`src/rtl/ws_loop_ctrl.sv`:
```
// ws_loop_ctrl: weight-stationary loader and triple-nested loop sequencer for a PE array
module ws_loop_ctrl #(
    parameter int OP_WIDTH   = 8,
    parameter int CTRL_WIDTH = 9,
    parameter int CNT_WIDTH  = 10
) (
    input  logic                  clk,
    input  logic                  rst,
    input  logic                  start,
    input  logic [CNT_WIDTH-1:0]  nw,
    input  logic [CNT_WIDTH-1:0]  tn,
    input  logic [CNT_WIDTH-1:0]  tk,
    input  logic [CNT_WIDTH-1:0]  tm,
    input  logic                  w_valid,
    input  logic [OP_WIDTH-1:0]   w_data,
    output logic                  w_ready,
    input  logic                  stall,
    output logic                  wctrl,
    output logic [OP_WIDTH-1:0]   weight,
    output logic [CTRL_WIDTH-1:0] ctrl,
    output logic                  busy,
    output logic                  done
);
    typedef enum logic [1:0] {IDLE, LOAD, RUN, DONE} state_t;
    state_t state;
    logic [CNT_WIDTH-1:0] nw_r, tn_r, tk_r, tm_r, wcnt, n, k, m;
    logic last_n, last_k, last_m;
    logic [CTRL_WIDTH-1:0] word;
    assign last_n = n == tn_r - 1'b1;
    assign last_k = k == tk_r - 1'b1;
    assign last_m = m == tm_r - 1'b1;
    // control word for the current loop position; row/column/final markers are exclusive
    always_comb begin
        word    = '0;
        word[0] = 1'b1;
        word[7] = last_n && !last_k;
        word[5] = last_n && last_k && !last_m;
        word[3] = last_n && last_k && last_m;
    end
    // sequencer: state, counters and all registered outputs
    always_ff @(posedge clk) begin
        if (rst) begin
            state   <= IDLE;
            {nw_r, tn_r, tk_r, tm_r} <= '0;
            {wcnt, n, k, m} <= '0;
            ctrl    <= '0;
            wctrl   <= 1'b0;
            weight  <= '0;
            w_ready <= 1'b0;
            busy    <= 1'b0;
            done    <= 1'b0;
        end else begin
            wctrl <= w_valid && w_ready;
            if (w_valid && w_ready) weight <= w_data;
            ctrl <= '0;
            done <= 1'b0;
            case (state)
                IDLE: if (start) begin
                    nw_r <= nw;
                    tn_r <= tn;
                    tk_r <= tk;
                    tm_r <= tm;
                    if (tn == '0 || tk == '0 || tm == '0) state <= DONE;
                    else begin
                        state   <= (nw != '0) ? LOAD : RUN;
                        w_ready <= nw != '0;
                        busy    <= 1'b1;
                    end
                end
                LOAD: if (w_valid) begin
                    if (wcnt == nw_r - 1'b1) begin
                        wcnt    <= '0;
                        state   <= RUN;
                        w_ready <= 1'b0;
                    end else wcnt <= wcnt + 1'b1;
                end
                RUN: if (!stall) begin
                    ctrl <= word;
                    if (!last_n) n <= n + 1'b1;
                    else begin
                        n <= '0;
                        if (!last_k) k <= k + 1'b1;
                        else begin
                            k <= '0;
                            if (!last_m) m <= m + 1'b1;
                            else begin
                                m     <= '0;
                                state <= DONE;
                                busy  <= 1'b0;
                            end
                        end
                    end
                end
                DONE: begin
                    done  <= 1'b1;
                    state <= IDLE;
                end
                default: state <= IDLE;
            endcase
        end
    end
endmodule

```
`config.mk`:
```
export PLATFORM = sky130hd
export DESIGN_NAME = ws_loop_ctrl
export DESIGN_NICKNAME = d
export VERILOG_FILES = /design/src/rtl/ws_loop_ctrl.sv
export SDC_FILE = /design/constraint.sdc
export NUM_CORES = 1
export LEC_CHECK = 0
export BUFFER_PORTS_ARGS = -buffer_cell sky130_fd_sc_hd__buf_2
export CAP_MARGIN = 20
export CORE_UTILIZATION = 52
export CTS_CLUSTER_DIAMETER = 120
export CTS_CLUSTER_SIZE = 28
export DETAILED_ROUTE_END_ITERATION = 8
export PLACE_DENSITY = 0.76
export SLEW_MARGIN = 30
export SYNTH_ARGS = -nofsm -noshare
export SYNTH_HDL_FRONTEND = slang
export SYNTH_SLANG_ARGS = --single-unit
```
`constraint.sdc`:
```
create_clock -name clk -period 3 [get_ports clk]
set_input_delay 0.15 -clock clk [delete_from_list [all_inputs] [get_ports clk]]
set_output_delay 0.15 -clock clk [all_outputs]
set_load 0.005 [all_outputs]
```
## Word level (Yosys, flattened, before mapping)

Cells that the tools add are included.

- Add/sub/neg operators: 8
- Equality and inequality tests: 15
- Multiplexer cells: 28
- Bitwise logic cells: 2
- Reduce and logical (&&, ||, !) cells: 26

Operators by type and width:

| kind | number |
|---|---|
| 10-bit by 1-bit adder with 10-bit output (second input constant) | 4 |
| 10-bit == test | 4 |
| 10-bit 2-to-1 mux | 4 |
| 10-bit by 1-bit subtractor with 10-bit output (second input constant) | 4 |
| 10-bit zero test | 3 |
| 2-bit 2-to-1 mux | 9 |
| 2-bit inequality test (second input constant) | 8 |
| 7-bit AND reduction | 2 |
| 1-bit 2-to-1 mux | 12 |
| 10-bit nonzero test | 1 |
| 2-bit one-hot mux with 4 select lines | 1 |
| 2-bit AND reduction | 3 |
| 1-bit logical AND | 5 |
| 5-bit AND reduction | 1 |
| 2-bit == test (second input constant) | 2 |
| 1-bit one-hot mux with 2 select lines | 2 |
| 4-bit AND reduction | 1 |
| 2-bit nonzero test | 2 |
| 3-bit AND reduction | 1 |
| 3-bit OR reduction | 1 |
| 2-bit by 1-bit == test with 1-bit output (second input constant) | 1 |
| 1-bit zero test | 2 |
| 2-bit zero test | 1 |
| 1-bit logical OR | 2 |
| 2 further kinds | 3 |

- Bits in registers: 103
- Input port bits: 53
- Output and inout bits: 21
- Word-level logic and storage cells: 95

## Depth between registers and ports, before layout

Gate-level depths: netlist of the first run.

- Word-level depth: 7
- Gate-level depth with buffers: 12
- Mapped depth without buffers: 10

## Least setup slack after synthesis of the first run

No wires, ideal clock.

- Path type: register to register
- Start point: register tn_r[3]
- End point: register m[0]
- Setup time: 115 ps
- Arrival time: 2759 ps
- Data required time: 2885 ps
- Slack: 126 ps
- Cell stages (with the launch flop): 10
- Path buffers: 1
- Period minus slack after synthesis: 2874 ps
- Cells stage by stage: dfxtp_1 > or4_4 > or4_1 > a21o_1 > a2111oi_4 > o2111ai_2 > nor3_1 > or2_2 > buf_2 > nor2_1

- Cells in the longest elaborated chain, start to end: 3

Ends and longest elaborated chain:

| what | RTL line | source |
|---|---|---|
| start: declaration | 26 | `logic [CNT_WIDTH-1:0] nw_r, tn_r, tk_r, tm_r, wcnt, n, k, m;` |
| start signal: assignment | 60 | `tn_r <= tn;` |
| 10-bit by 1-bit subtractor with 10-bit output | 29 | `assign last_n = n == tn_r - 1'b1;` |
| 10-bit == test | 29 |  |
| 4-bit AND reduction (no line) | n/a |  |
| end signal: assignment | 85 | `if (!last_m) m <= m + 1'b1;` |
| end: declaration | 26 |  |

Every way passes these cells.
A chain may end at the register's enable or synchronous reset.

## Worst setup path in the final report of the first run

- Start point: register tn_r[3]
- End point: register state[0]

- Cells in the longest elaborated chain, start to end: 4

Ends and longest elaborated chain:

| what | RTL line | source |
|---|---|---|
| 10-bit by 1-bit subtractor with 10-bit output | 29 |  |
| 10-bit == test | 29 |  |
| 2-bit inequality test (no line) | n/a |  |
| 7-bit AND reduction (no line) | n/a |  |
| end signal: assignment | 65 | `state <= (nw != '0) ? LOAD : RUN;` |
| end: declaration | 25 | `state_t state;` |

Every way passes these cells.

==> impl_metrics.json, run 1 <==
{
  "clk_latency_ns": 0.38,
  "dp_cells": 872,
  "initial_core_util_pct": 54.41,
  "io-pin-count": 74,
  "drtIter0Drc": 217,
  "first_global_vias": 4648,
  "utilization_pct": 63.02,
  "crit_path_max_fanout": 4,
  "grt_pass1_wl_mm": 20.89,
  "final_cell_mix": "nand2_1 (115), dfxtp_1 (97), buf_2 (69), nor2_1 (63), a21oi_1 (56)",
  "die-area_um2": 10830,
  "core-area_um2": 9955,
  "yosysSeqAreaShare_pct": 36.22,
  "period_minus_slack_ns": 2.938,
  "rows": 36,
  "htreeDepth": 3,
  "arrival_ns": 3.20,
  "layout_commonest_cell": "nand2_1",
  "area_growth_pct": 15.82,
  "die-width_um": 104.1,
  "stdcell_area_um2": 6274,
  "stdcell_count": 893,
  "wl_mm": 12.95,
  "ys_types": 67,
  "antenna_found_initial": 0,
  "crit_slowest_cell": "or4_4",
  "layout-drive-gt1-share_pct": 19.34,
  "drt_first_pass_iters": 5,
  "crit_path_frequent_cell": "or4_4",
  "cts_buffer_depth": 2,
  "place_congestion": 0.8835,
  "drc_errors": 0,
  "slew_headroom_pct": 44.55,
  "dieHeight_um": 104.1,
  "synth-seq-cells": 98,
  "nFillCells": 883,
  "grt_overflow": 0,
  "critical_path_class": "reg2reg",
  "grt_max_degree": 38,
  "cts-buffers-inserted": 9,
  "powerDensity_nw_per_um2": 608.9,
  "cts_root_buf": "clkbuf_8",
  "finalCritPeriodShare_pct": 97.94,
  "synth_edf_count": 0,
  "clk_pin_slew_ns": 0.10,
  "critPathRequiredTime_ns": 3.27,
  "fmax_ghz": 0.3403,
  "cp-end-kind": "flop",
  "holdWs_ns": 0.009524,
  "status": "finished clean",
  "io_buffers": 68,
  "synth_top_flop_cell": "dfxtp_1",
  "setup_violations": 0,
  "finalClockSkew_ns": 0.01095,
  "synthCells": 679,
  "fin_nets": 820,
  "hold_buffers": 0,
  "yosys_warnings": 0,
  "slew_violations": 0,
  "vias": 4969,
  "netlist_area_um2": 5416,
  "hold_path_class": "in2reg",
  "final_antenna_net_count": 0,
  "start_kind": "flop",
  "cts_tree": "done",
  "dp_hpwl_mm": 9.398,
  "p_leak_nw": 2.508,
  "slowest_delay_ns": 0.55,
  "tightest_slew_ns": 0.8210,
  "syn_avg_cell_area_um2": 7.977,
  "wire_per_inst_um": 14.51,
  "async_reset_ff_share_pct": 0,
  "diodes": 0,
  "grt.total_usage_pct": 23.62,
  "ir_drop_mv": 0.3155,
  "rsz0062_at_grt": "true",
  "cp_cell_sequence": "or4_4 -> or4_4 -> a21o_1 -> a2111oi_4 -> o211ai_1 -> o41ai_4 -> and2_4 -> o31ai_2",
  "cap_violations": 0,
  "viasPerCell": 5.564,
  "cts_sinks": 98,
  "hold_viol": 0,
  "placed_area_um2": 5954
}
[repair_timing]
action,in CTS,in global routing
buffers inserted,0,4
gates resized for setup,0,15
endpoints found under the setup margin,0,26
[sequential cells by signal, summed over array words and instances (netlist names), 8 cells and up]
signal,cells
nw_r,10
wcnt,10
k,10
weight,8
m,10
tn_r,10
tm_r,10
tk_r,10
n,10
[synth_stat cells (all sizes together) (2+ instances only)]
master | instances | area share, %
nor3b | 5 | 0.69
a31oi | 5 | 0.58
a21oi | 57 | 5.3
a21o | 2 | 0.28
ha | 12 | 2.8
a41oi | 2 | 0.32
and2 | 2 | 0.23
or4b | 3 | 0.55
and4b | 2 | 0.37
or4 | 10 | 1.5
o2111ai | 2 | 0.44
nor4b | 5 | 0.92
a221oi | 2 | 0.32
o31ai | 4 | 0.55
or2 | 3 | 0.35
o21bai | 2 | 0.28
and4 | 2 | 0.32
inv | 28 | 1.9
nor2b | 6 | 0.69
nand2b | 4 | 0.46
a211oi | 3 | 0.42
dfxtp | 98 | 36
nor3 | 24 | 2.7
buf | 12 | 1.5
o41ai | 4 | 0.79
xnor2 | 52 | 8.4
nand2 | 115 | 8.0
nand4 | 10 | 1.2
nor4 | 14 | 2.2
nor2 | 66 | 4.7
mux2i | 3 | 0.55
clkbuf | 22 | 1.5
o21ai | 6 | 0.55
a31o | 2 | 0.32
xor2 | 30 | 4.9
o2bb2ai | 2 | 0.32
mux2 | 2 | 0.42
nand3 | 33 | 3.0
and3 | 7 | 0.81
or3b | 2 | 0.32
[per-layer routing]
layer,GRT usage [%],up-vias,part of all wire (%)
li1,-,2481,-
met2,40.38,145,48
met4,9.082,0,2.2
met5,0,-,0
met1,29.00,2321,44
met3,5.013,22,5.2
[logic make-up after synthesis]
logic type,Yosys count,share of synthesized area (%)
AND/OR/NAND/NOR,317,29.55
AO/OA/AOI/OAI,102,12.20
flip-flops,98,36.22
XOR/XNOR,82,13.26
buffers and inverters,62,4.967
adder cells (fa/ha/maj),12,2.772
multiplexers,5,0.9702
other,1,0.06923
[where the power goes]
| part | total (mW) | internal, mW | switching [mW] |
|---|---|---|---|
| Combinational | 1.36 | 0.605 | 0.754 |
| Sequential | 1.58 | 1.43 | 0.150 |
| Clock | 0.883 | 0.410 | 0.473 |
[worst max-delay path, delay by kind of cell (launching register included)]
family,cells,cell delay (ns)
AO/OA/AOI/OAI,5,1.33
AND/OR/NAND/NOR,3,1.19
flip-flops,1,0.33
[worst paths after layout]
check             from   endpoint  slack [ns]  cells after the start
max            tn_r[3]   state[0]        0.06                      8
min              nw[0]    nw_r[0]        0.01                      3
max reg2reg    tn_r[3]   state[0]        0.06                      8
min reg2reg  weight[2]  weight[2]        0.46                      2
[per-stage QoR]
step / setup slack [ns] / setup TNS, ns / total power, mW
floorplan: 0.1260 / 0 / 2.553
global placement: 0.08411 / 0 / 2.844
detailed placement: 0.03139 / 0 / 2.906
CTS: 0.008814 / 0 / 3.764
global route: -0.03594 / -0.3200 / 4.044
finish: 0.06166 / 0 / 3.820
[area by class of cell]
cell class	instances	area, um^2	area share (%)
clock buffers	12	145.1	2.314
clock inverters	4	51.30	0.8177
inverters	28	105.1	1.675
multi-input cells	523	3286	52.37
flip-flops and latches	98	1963	31.29
well taps	133	166.4	2.653
repair buffers	95	556.8	8.875
No activity file was read; power rests on OpenSTA's default activity.
==> run 2: changes to the inputs <==
Settings changed: CORE_UTILIZATION 52 to 55, PLACE_DENSITY 0.76 to default, PLACE_DENSITY_LB_ADDON from default to 0.12.
Clock period 3 ns to 3.6 ns, I/O delays scaled along.
==> run 2 against run 1 <==
  * First-iteration DRC count is 4.6% lower
  * Non-clock buffer count decreased by 18
  * Sequential share of layout area increased by 1.1 points
  * Design area fell by 3.5%
  * Largest cell class unchanged
==> impl_metrics.json, run 2 (synthesis gave the netlist of run 1 again) <==
{
  "final_antenna_net_count": 0,
  "cp-end-kind": "flop",
  "first_global_vias": 4523,
  "hold_buffers": 0,
  "fin_setup_tns_ns": 0,
  "layout-drive-gt1-share_pct": 16.17,
  "hold_path_class": "in2reg",
  "core-area_um2": 9371,
  "cts-buffers-inserted": 9,
  "dp_hpwl_mm": 9.306,
  "status": "finished clean",
  "area_growth_pct": 11.78,
  "r2r_slack_ns": 0.46,
  "rsz0062_at_grt": "false",
  "crit_path_max_fanout": 8,
  "wl_mm": 12.45,
  "grt_overflow": 0,
  "grt_max_degree": 48,
  "rows": 35,
  "powerDensity_nw_per_um2": 516.7,
  "diodes": 0,
  "dieHeight_um": 101.2,
  "die-width_um": 101.2,
  "place_congestion": 0.9028,
  "io_buffers": 68,
  "start_kind": "flop",
  "drt_first_pass_iters": 5,
  "cts_root_buf": "clkbuf_8",
  "grt.total_usage_pct": 25.75,
  "final_cell_mix": "nand2_1 (115), dfxtp_1 (98), buf_2 (68), nor2_1 (63), a21oi_1 (57)",
  "tightest_slew_ns": 0.8190,
  "clk_pin_slew_ns": 0.10,
  "critPathBufInv": 0,
  "critPathRequiredTime_ns": 3.85,
  "wire_per_inst_um": 14.29,
  "critPathTopFamily": "simple AND/OR/NAND/NOR gates",
  "die-area_um2": 10250,
  "cts_tree": "done",
  "ir_drop_mv": 0.2346,
  "nFillCells": 851,
  "arrival_ns": 3.39,
  "htreeDepth": 3,
  "cts_buffer_depth": 2,
  "finalClockSkew_ns": 0.01015,
  "drc_errors": 0,
  "antenna_found_initial": 0,
  "vias": 4844,
  "critical_path_class": "reg2reg",
  "initial_core_util_pct": 57.80,
  "finalCritPeriodShare_pct": 87.15,
  "drtIter0Drc": 207,
  "io-pin-count": 74,
  "cts.repair.resized": 0,
  "clk_latency_ns": 0.36,
  "hold_viol": 0,
  "post_cts_buffers": 0,
  "p_leak_nw": 2.381,
  "cts_sinks": 98,
  "cp_cell_sequence": "or4_4 -> or4_1 -> a21o_1 -> a2111oi_4 -> o2111ai_2 -> nor3_1 -> nor3b_1 -> mux2_2",
  "viasPerCell": 5.561,
  "setup_violations": 0,
  "grt_pass1_wl_mm": 20.93,
  "slew_headroom_pct": 45.40,
  "fin_nets": 802,
  "finalPower_mw": 3.128,
  "slowest_delay_ns": 0.57,
  "period_minus_slack_ns": 3.137,
  "layout_commonest_cell": "nand2_1",
  "cap_violations": 0,
  "slew_violations": 0,
  "crit_slowest_cell": "or4_4",
  "fmax_ghz": 0.3187
}
run 2: final timing paths:
check | from | to | depth (start not counted)
setup reg to reg | tn_r[3] | m[8] | 8
hold reg to reg | weight[0] | weight[0] | 2
setup / recovery | tn_r[3] | m[8] | 8
hold / removal | nw[7] | nw_r[7] | 3
run 2: where the power goes:
part           total, mW  switching (mW)  internal, mW
registers           1.33           0.136          1.19
clock network      0.765           0.384         0.380
logic               1.04           0.592         0.445
total               3.13            1.11          2.02
run 2: cell type report:
cell class | count | area [um^2] | area share [%]
clock buffer | 13 | 168.9 | 2.790
clock inverter | 3 | 46.29 | 0.7646
inverter | 28 | 105.1 | 1.736
multi-input combinational | 523 | 3203 | 52.90
sequential | 98 | 1962 | 32.40
tap | 129 | 161.4 | 2.666
timing repair buffer | 77 | 407.9 | 6.737
run 2: worst reg2reg max path: stages, from the launching register on:
cell and delay, ns:
dfxtp_1 0.38, or4_4 0.57, or4_1 0.40, a21o_1 0.21, a2111oi_4 0.39, o2111ai_2 0.27
nor3_1 0.41, nor3b_1 0.10, mux2_2 0.30
run 2: layer usage:
metal  vias up  global-route usage [%]  wire length (um)
met5         -                       0                 0
met4         0                   7.692               185
met3        20                   3.658               513
met2       112                   44.01              5865
met1      2277                   33.76              5882
li1       2435                       -                 -
run 2: stage by stage:
stage | setup WS (ns) | cell area, um^2 | std cells | utilization, % | hold slack [ns]
5_1_grt | 0.2632 | 6055 | 871 | 64.61 | 0.04724
3_3_place_gp | 0.5480 | 5839 | 855 | 62.31 | 0.4293
4_1_cts | 0.4704 | 6055 | 871 | 64.61 | 0.03968
6_report | 0.4627 | 6055 | 871 | 64.61 | 0.04965
2_1_floorplan | 0.7260 | 5431 | 683 | - | 0.3160
3_5_place_dp | 0.4876 | 5839 | 855 | 62.31 | 0.4350
